===== config.mk =====
export PLATFORM = sky130hd
export DESIGN_NAME = red_pitaya_pwr_seq
export DESIGN_NICKNAME = d
export VERILOG_FILES = /design/src/rtl/red_pitaya_pwr_seq_pkg.sv /design/src/rtl/red_pitaya_pwr_seq_pick.sv /design/src/rtl/red_pitaya_pwr_seq.sv
export SDC_FILE = /design/constraint.sdc
export NUM_CORES = 1
export LEC_CHECK = 0
export CAP_MARGIN = 20
export CORE_AREA = 8 8 59 98
export CTS_BUF_LIST = sky130_fd_sc_hd__clkbuf_4 sky130_fd_sc_hd__clkbuf_8
export DETAILED_ROUTE_END_ITERATION = 12
export DIE_AREA = 0 0 67 106
export GPL_TIMING_DRIVEN = 0
export PLACE_DENSITY = 0.76
export SLEW_MARGIN = 10
export SYNTH_ARGS = -nofsm -noshare
export SYNTH_HDL_FRONTEND = slang
export SYNTH_SLANG_ARGS = --single-unit

===== constraint.sdc =====
create_clock -name clk -period 2.9 [get_ports clk]
set_clock_uncertainty 0.1 [all_clocks]
set_input_delay 0.435 -clock clk [delete_from_list [all_inputs] [get_ports clk]]
set_output_delay 0.435 -clock clk [all_outputs]
set_load 0.1 [all_outputs]

===== src/rtl/red_pitaya_pwr_seq_pkg.sv =====
// Shared types and elaboration helpers for the enable/reset/clock-enable power sequencer.
package red_pitaya_pwr_seq_pkg;

    typedef enum logic [2:0] {
        StIdle,
        StScan,
        StOnWait,
        StOffWait,
        StSettle
    } pwr_seq_state_t;

    // SETTLE_CYC must cover the 3-cycle rst_clken timer; TIMEOUT must outlast a settle window.
    function automatic bit pwr_seq_params_ok(int unsigned n_mod, int unsigned settle_cyc,
                                             int unsigned timeout);
        return (n_mod >= 1) && (n_mod <= 32) && (settle_cyc >= 4) && (timeout > settle_cyc);
    endfunction

    function automatic int unsigned pwr_seq_idx_w(int unsigned n_mod);
        return (n_mod > 1) ? $clog2(n_mod) : 1;
    endfunction

endpackage


===== src/rtl/red_pitaya_pwr_seq_pick.sv =====
// Chooses the next sequencing action: highest module to disable, lowest module to enable.
module red_pitaya_pwr_seq_pick import red_pitaya_pwr_seq_pkg::*; #(
    parameter int unsigned N_MOD = 8,
    localparam int unsigned IDX_W = pwr_seq_idx_w(N_MOD)
) (
    input  logic [N_MOD-1:0] enable_i,
    input  logic [N_MOD-1:0] target_i,
    output logic             dis_valid_o,
    output logic [IDX_W-1:0] dis_idx_o,
    output logic             en_valid_o,
    output logic [IDX_W-1:0] en_idx_o
);

    logic [N_MOD-1:0] dis_vec;
    logic [N_MOD-1:0] en_vec;

    assign dis_vec = enable_i & ~target_i;
    assign en_vec  = target_i & ~enable_i;

    always_comb begin
        dis_valid_o = |dis_vec;
        en_valid_o  = |en_vec;
        dis_idx_o   = '0;
        en_idx_o    = '0;
        // Ascending scan keeps the last hit (highest); descending scan keeps the lowest.
        for (int i = 0; i < int'(N_MOD); i++) begin
            if (dis_vec[i]) dis_idx_o = IDX_W'(i);
        end
        for (int i = int'(N_MOD) - 1; i >= 0; i--) begin
            if (en_vec[i]) en_idx_o = IDX_W'(i);
        end
    end

endmodule


===== src/rtl/red_pitaya_pwr_seq.sv =====
// Steps rst_clken enables one module at a time toward a register-written target set.
module red_pitaya_pwr_seq import red_pitaya_pwr_seq_pkg::*; #(
    parameter int unsigned N_MOD      = 8,
    parameter int unsigned SETTLE_CYC = 8,
    parameter int unsigned TIMEOUT    = 64,
    localparam int unsigned IDX_W     = pwr_seq_idx_w(N_MOD)
) (
    input  logic             clk,
    input  logic             rstn,
    input  logic [N_MOD-1:0] req_mask_i,
    input  logic             req_we_i,
    input  logic             err_clr_i,
    input  logic [N_MOD-1:0] ack_i,
    output logic [N_MOD-1:0] enable_o,
    output logic             busy_o,
    output logic             done_o,
    output logic [N_MOD-1:0] err_o,
    output logic [IDX_W-1:0] cur_idx_o
);

    localparam int unsigned TIMER_W = $clog2(TIMEOUT + 1);
    localparam logic [TIMER_W-1:0] TIMER_LAST  = TIMER_W'(TIMEOUT - 1);
    localparam logic [TIMER_W-1:0] TIMER_MAX   = TIMER_W'(TIMEOUT);
    localparam logic [TIMER_W-1:0] SETTLE_LAST = TIMER_W'(SETTLE_CYC - 1);

    if (!pwr_seq_params_ok(N_MOD, SETTLE_CYC, TIMEOUT)) begin : g_param_err
        $error("red_pitaya_pwr_seq: illegal N_MOD/SETTLE_CYC/TIMEOUT combination");
    end

    pwr_seq_state_t     state_q;
    logic [N_MOD-1:0]   target_q;
    logic [N_MOD-1:0]   enable_q;
    logic [N_MOD-1:0]   err_q, err_d;
    logic [IDX_W-1:0]   cur_idx_q;
    logic [TIMER_W-1:0] timer_q;
    logic               done_q;

    logic               dis_valid, en_valid;
    logic [IDX_W-1:0]   dis_idx, en_idx;
    logic               ack_cur, in_wait, ack_match, timeout_hit;
    logic [TIMER_W-1:0] timer_inc;
    logic [N_MOD-1:0]   err_set;

    red_pitaya_pwr_seq_pick #(
        .N_MOD (N_MOD)
    ) u_pick (
        .enable_i    (enable_q),
        .target_i    (target_q),
        .dis_valid_o (dis_valid),
        .dis_idx_o   (dis_idx),
        .en_valid_o  (en_valid),
        .en_idx_o    (en_idx)
    );

    always_comb begin
        ack_cur     = ack_i[cur_idx_q];
        in_wait     = (state_q == StOnWait) || (state_q == StOffWait);
        ack_match   = (state_q == StOnWait) ? ack_cur : !ack_cur;
        timeout_hit = in_wait && !ack_match && (timer_q == TIMER_LAST);
        timer_inc   = (timer_q == TIMER_MAX) ? timer_q : timer_q + 1'b1;
        err_set     = '0;
        if (timeout_hit) err_set[cur_idx_q] = 1'b1;
        // A timeout set on the same cycle as a clear survives.
        err_d = (err_clr_i ? '0 : err_q) | err_set;
    end

    always_ff @(posedge clk or negedge rstn) begin
        if (!rstn) begin
            state_q   <= StIdle;
            target_q  <= '0;
            enable_q  <= '0;
            err_q     <= '0;
            cur_idx_q <= '0;
            timer_q   <= '0;
            done_q    <= 1'b0;
        end else begin
            done_q <= 1'b0;
            err_q  <= err_d;
            if (req_we_i) target_q <= req_mask_i;
            unique case (state_q)
                StIdle: begin
                    if (target_q != enable_q) state_q <= StScan;
                end
                StScan: begin
                    timer_q <= '0;
                    if (dis_valid) begin
                        enable_q[dis_idx] <= 1'b0;
                        cur_idx_q         <= dis_idx;
                        state_q           <= StOffWait;
                    end else if (en_valid) begin
                        enable_q[en_idx] <= 1'b1;
                        cur_idx_q        <= en_idx;
                        state_q          <= StOnWait;
                    end else begin
                        done_q  <= 1'b1;
                        state_q <= StIdle;
                    end
                end
                StOnWait, StOffWait: begin
                    // On timeout the enable stays where it was driven; only the error flags it.
                    if (ack_match || timeout_hit) begin
                        state_q <= StSettle;
                        timer_q <= '0;
                    end else begin
                        timer_q <= timer_inc;
                    end
                end
                StSettle: begin
                    if (timer_q == SETTLE_LAST) state_q <= StScan;
                    else                        timer_q <= timer_inc;
                end
                default: state_q <= StIdle;
            endcase
        end
    end

    assign enable_o  = enable_q;
    assign busy_o    = (state_q != StIdle) || (target_q != enable_q);
    assign done_o    = done_q;
    assign err_o     = err_q;
    assign cur_idx_o = cur_idx_q;

endmodule


==> results.cfg, run 1 <==
[sta]
setup_viol = 0
layout_setup_ws_ns = 0.1268
rsz0062_at_grt = no
fmax_ghz = 0.3606
slew_headroom = 0.3402
tightest_slew_ns = 0.9866
final-hold-violation-count = 0
drv_slew = 0
fin_crit_sh = 0.9563
finalSetupTns_ns = 0
fin_crit_ns = 2.773

[worst_setup_path]
crit_path_end_kind = output pin
worst_ep_required_time_ns = 2.37
crit_slowest_cell = dlygate4sd2_1
r2r_end = cur_idx_o[0]
arrival_ns = 2.24
cp_cell_sequence = inv_1 > ha_1 > nand2_1 > nor4_1 > nand4_1 > dlygate4sd2_1
cp_max_fo = 4
start_kind = register
reg2reg_depth = 6
rrSetupSlack_ns = 0.28
max_stage_delay_ns = 0.87
critPathLaunch = enable_o[2]
crit_path_end = busy_o
r2r_start = enable_o[1]
worstSetupPathType = reg2out

[worst_hold_path]
hold_start = err_clr_i
hold_path.class = in2reg

[logic_synthesis]
ys_warn_count = 0
synthesis.area_um2 = 2292
syn_avg_cell_area_um2 = 9.060
synth_edf_count = 0
yosysSeqAreaShare = 0.4148
synthFlopType = dfrtp_1
ys_types = 47
synth_nets = 291
ys_async_sr_fraction = 1.000
synthesis.instances = 253
ys_seq_elements = 38

[power]
p_seq_frac = 0.249
p_int_mw = 1.610
power.clock.fraction = 0.178
p_switching_mw = 1.572
leakagePower_nw = 1.287
powerDensity_nw_per_um2 = 1074
vdd_drop_max_mv = 0.9811
p_total_mw = 3.182
p_comb_frac = 0.573
switching_share = 0.4941

[placed_design]
io_buffers = 39
hpwl_um = 4516
dpl.cell_count = 345
pre_cts_slack_ns = 0.04997
place_congestion = 0.9244

[clocking]
clk_latency_ns = 0.30
cts_made_buffers = 5
path_clk_slew_ns = 0.08
cts_buffer_depth = 2
ctsRootBufferMaster = clkbuf_8
cts_tree = built
clock-sinks = 38
h-tree-depth = 2

[die]
fp-row-count = 33
dieArea_um2 = 7102
core_um2 = 4542
die_h_um = 106
ioPinCount = 41
start_util = 0.5047
die_w_um = 67

[cells_and_area]
syn_to_final_growth_pct = 29.20
n_antenna_cell = 0
drive_gt1_frac = 0.1093
instances_no_fill = 354
final_core_util = 0.6521
nNetsFinal = 339

[routing]
postRouteAntennaNets = 0
drt-pass1-iter-count = 4
vias = 2025
drt_iter0_drc = 76
drc_errors = 0
drt_wl_total_um = 5723
viasPerCell = 5.720
avgRoutedWirePerCell_um = 16.17

[global_routing]
antenna_found_initial = 0
grt.total_usage = 0.1738
gr-total-overflow = 0
grt_pass1_wl_um = 9694
grt_pass1_vias = 2124
grt_max_degree = 25

[status]
status = finished, final reports clean

[flow_run]
drv_cap = 0
cell families after synthesis:
logic type,share of synthesized area
AO/OA/AOI/OAI,0.1872
XOR/XNOR,0.003822
adder cells (fa/ha/maj),0.09826
AND/OR/NAND/NOR,0.2107
buffers and inverters,0.06223
flip-flops,0.4148
multiplexers,0.02293
final cells by class:
cell class / instances / area [um^2]
timing repair buffer: 41 / 421.7
fill: 402 / 1580
multi-input combinational: 179 / 1214
inverter: 32 / 120.1
tap: 52 / 65.06
buffer: 4 / 22.52
sequential: 38 / 975.9
clock buffer: 6 / 82.58
clock inverter: 2 / 60.06
cell usage after synthesis (all sizes together) (2+ instances only):
library cell | count | area (um^2)
nand4 | 6 | 37.54
a2bb2oi | 2 | 17.52
or2 | 3 | 18.77
ha | 18 | 225.2
a31oi | 8 | 50.05
o21ai | 13 | 65.06
nor2 | 19 | 71.32
o31ai | 2 | 28.78
and4b | 2 | 20.02
o32ai | 2 | 17.52
nand3b | 2 | 15.01
and3b | 2 | 18.77
buf | 2 | 15.01
a211o | 3 | 26.28
mux2i | 3 | 30.03
a21oi | 12 | 60.06
nor4 | 8 | 56.30
clkbuf | 2 | 7.510
inv | 32 | 120.1
o21bai | 4 | 30.03
o22ai | 7 | 50.05
and3 | 3 | 23.77
nand2 | 28 | 105.1
dfrtp | 38 | 950.9
a21o | 2 | 15.01
nor3 | 5 | 25.02
nand3 | 8 | 40.04
nand2b | 4 | 25.02
how the worst min path moves through the flow:
stage,slack (ns),end,depth (start not counted)
global placement,0.41,timer_q[0],1
floorplan,0.04,cur_idx_o[0],0
global route,0.45,err_o[2],2
detailed placement,0.28,err_o[6],1
CTS,0.42,err_o[2],2
finish,0.43,err_o[2],2
layout by cell type (no fill, tap or decap), types with 2 or more instances in the layout:
cell              n
clkdlybuf4s50_1  37
inv_1            30
dfrtp_1          30
nand2_1          28
nor2_1           19
ha_1             18
o21ai_0          13
a21oi_1          12
a31oi_1           8
nand3_1           8
o22ai_1           6
nand4_1           6
nor4_1            6
clkbuf_8          6
dfrtp_4           6
nor3_1            5
nand2b_1          4
o21bai_1          4
mux2i_1           3
or2_2             3
a211o_1           3
inv_2             2
clkbuf_1          2
and4b_1           2
and3_1            2
nand3b_1          2
o32ai_1           2
a21o_1            2
a2bb2oi_1         2
bufinv_16         2
dfrtp_2           2
sequential cells by signal (all words and copies together) (netlist names):
register and flops:
state_q 3, timer_q 7, done_o 1, err_o 8, target_q 8, enable_o 8, cur_idx_o 3
timing repair:
action / CTS / global route
hold buffers: 1 / 0
gates resized for setup: 1 / 2
setup endpoints to repair: 1 / 7
hold endpoints to repair: 14 / 0
setup buffers: 0 / 0
power by group through the flow:
stage	combinational [mW]	sequential, mW	clock (mW)
after floorplan	0.850	1.29	0
after global placement	1.76	0.802	0
after detailed placement	1.79	0.803	0
after CTS	1.80	0.794	0.577
after global routing	1.97	0.812	0.601
final	1.82	0.794	0.566
worst max-delay path, delay by kind of cell, from the launching register on:
family        cells  cell delay, ns
buf+inv           2            0.94
flops             1            0.51
simple gates      3            0.27
fa+ha+maj         1            0.22
stage by stage:
stage               instance area, um^2  hold slack (ns)
floorplan                          2317          0.03941
global placement                   2773           0.4107
detailed placement                 2795           0.2812
CTS                                2947           0.4198
global route                       2962           0.4508
finish                             2962           0.4283
layer usage:
layer,up-vias,GRT usage,part of all wire
met5,-,0,0
met4,0,0.09323,0.036
met3,16,0.04526,0.050
met2,53,0.3216,0.56
met1,957,0.1627,0.36
li1,999,-,-
No activity file was read; power rests on OpenSTA's default activity.
==> run 2, diff against run 1 <==
--- a/config.mk
+++ b/config.mk
@@ -8,6 +8,7 @@
 export CAP_MARGIN = 20
 export CORE_AREA = 8 8 59 98
 export CTS_BUF_LIST = sky130_fd_sc_hd__clkbuf_4 sky130_fd_sc_hd__clkbuf_8
+export CTS_CLUSTER_DIAMETER = 120
 export DETAILED_ROUTE_END_ITERATION = 12
 export DIE_AREA = 0 0 67 106
 export GPL_TIMING_DRIVEN = 0
==> results of run 2 <==
No change in the layout: final DEF, timing and power equal those of run 1.
==> run 3, diff against run 2 <==
--- a/config.mk
+++ b/config.mk
@@ -6,13 +6,13 @@
 export NUM_CORES = 1
 export LEC_CHECK = 0
 export CAP_MARGIN = 20
-export CORE_AREA = 8 8 59 98
+export CORE_AREA = 8 8 71 119
 export CTS_BUF_LIST = sky130_fd_sc_hd__clkbuf_4 sky130_fd_sc_hd__clkbuf_8
 export CTS_CLUSTER_DIAMETER = 120
 export DETAILED_ROUTE_END_ITERATION = 12
-export DIE_AREA = 0 0 67 106
+export DIE_AREA = 0 0 79 127
 export GPL_TIMING_DRIVEN = 0
-export PLACE_DENSITY = 0.76
+export PLACE_DENSITY = 0.52
 export SLEW_MARGIN = 10
 export SYNTH_ARGS = -nofsm -noshare
 export SYNTH_HDL_FRONTEND = slang
==> results.cfg, run 3 (same netlist as run 1, synthesis figures left out) <==
[status]
status = finished, final reports clean

[routing]
drt_iter0_drc = 90
drc_errors = 0
drt-pass1-iter-count = 4
viasPerCell = 5.295
postRouteAntennaNets = 0
vias = 2044
drt_wl_total_um = 6256
avgRoutedWirePerCell_um = 16.21

[sta]
rsz0062_at_grt = no
final-hold-violation-count = 0
whs_ns = 0.4068
slew_headroom = 0.3177
tightest_slew_ns = 1.016
layout_setup_ws_ns = 0.08219
fmax_ghz = 0.3549
drv_slew = 0
fin_crit_sh = 0.9717
setup_viol = 0
fin_crit_ns = 2.818

[global_routing]
grt_pass1_vias = 2194
grt_pass1_wl_um = 10500
grt.total_usage = 0.1317
antenna_found_initial = 0
grt_max_degree = 29
gr-total-overflow = 0

[cells_and_area]
final_common_cell = clkdlybuf4s50_1
instances_no_fill = 386
mostFrequentLayoutCells = 37 x clkdlybuf4s50_1, 30 x inv_1, 30 x dfrtp_1
nNetsFinal = 339
syn_to_final_growth_pct = 28.55
fin_area_um2 = 2947
n_antenna_cell = 0
drive_gt1_frac = 0.1093

[clocking]
path_clk_slew_ns = 0.08
h-tree-depth = 2
cts_buffer_depth = 2
cts_setup_buffers = 0
cts_made_buffers = 5
clk_latency_ns = 0.31
cts_tree = built
ctsRootBufferMaster = clkbuf_8
clock-sinks = 38

[die]
die_h_um = 127
core_um2 = 6807
die_w_um = 79
start_util = 0.3368
ioPinCount = 41
fp-row-count = 40
dieArea_um2 = 10030

[power]
powerDensity_nw_per_um2 = 1030
vdd_drop_max_mv = 0.6047
leakagePower_nw = 1.260

[worst_setup_path]
crit_family = buffers and inverters
crit_path_end_kind = output pin
crit_slowest_cell = dlygate4sd2_1
cp_cell_sequence = inv_1 > ha_1 > nand2_1 > nor4_1 > nand4_1 > dlygate4sd2_1
worst_ep_required_time_ns = 2.37
worstSetupPathType = reg2out
path_buf_inv = 2
max_stage_delay_ns = 0.88
cp_max_fo = 4
start_kind = register
arrival_ns = 2.28

[flow_run]
drv_cap = 0

[placed_design]
io_buffers = 39
pre_cts_slack_ns = -0.002710
placed_cell_area_um2 = 2828
dpl.cell_count = 377
place_congestion = 0.8736
hpwl_um = 4940

[worst_hold_path]
hold_path.class = in2reg
[run 3: power by group]
group	switching (mW)	leakage (nW)	internal (mW)
Sequential	0.122	0.486	0.671
Combinational	1.27	0.727	0.572
Clock	0.210	0.0472	0.191
[run 3: layout make-up]
type	instances	area (um^2)
Clock inverter	2	12.51
Buffer	4	22.52
Fill cell	718	3860
Sequential cell	38	975.9
Inverter	32	120.1
Timing Repair Buffer	41	414.1
Clock buffer	6	82.58
Multi-Input combinational cell	179	1214
Tap cell	84	105.1
[run 3: timing repair]
item,in CTS,in global routing
hold buffers,1,0
resized for setup,2,1
hold endpoints to repair,10,0
setup endpoints to repair,2,5
[run 3: per-layer routing]
| metal | share of wire | up-vias | wire [um] | GRT usage |
|---|---|---|---|---|
| met3 | 0.057 | 17 | 354 | 0.03652 |
| met5 | 0 | - | 0 | 0 |
| met1 | 0.38 | 976 | 2348 | 0.1268 |
| met4 | 0.036 | 0 | 226 | 0.07245 |
| met2 | 0.53 | 57 | 3326 | 0.2411 |
| li1 | - | 994 | - | - |
[run 3: worst reg2reg max path, cell delays in order, from the launching register on]
cell and delay, ns:
dfrtp_1 0.42, inv_1 0.14, nor3_1 0.85, o31ai_4 0.27, nor2_1 0.48, nand3_1 0.15, a2bb2oi_1 0.22
[run 3: worst paths after layout]
path,to,slack (ns),startpoint,depth (start not counted)
worst max-delay path,busy_o,0.08,enable_o[2],6
worst max register to register,enable_o[1],0.19,state_q[0],6
worst min-delay path,err_o[2],0.41,err_clr_i,2
worst min register to register,err_o[4],0.43,err_o[4],2
max in group asynchronous,enable_o[7],1.80,rstn,3
min in group asynchronous,err_o[6],0.43,rstn,2
[run 3: metrics by stage]
step | utilization | power [mW] | setup TNS [ns]
floorplan | - | 2.142 | 0
global placement | 0.4132 | 2.612 | -0.1071
detailed placement | 0.4154 | 2.623 | -0.002710
CTS | 0.4316 | 3.046 | 0
global route | 0.4329 | 3.246 | 0
finish | 0.4329 | 3.036 | 0
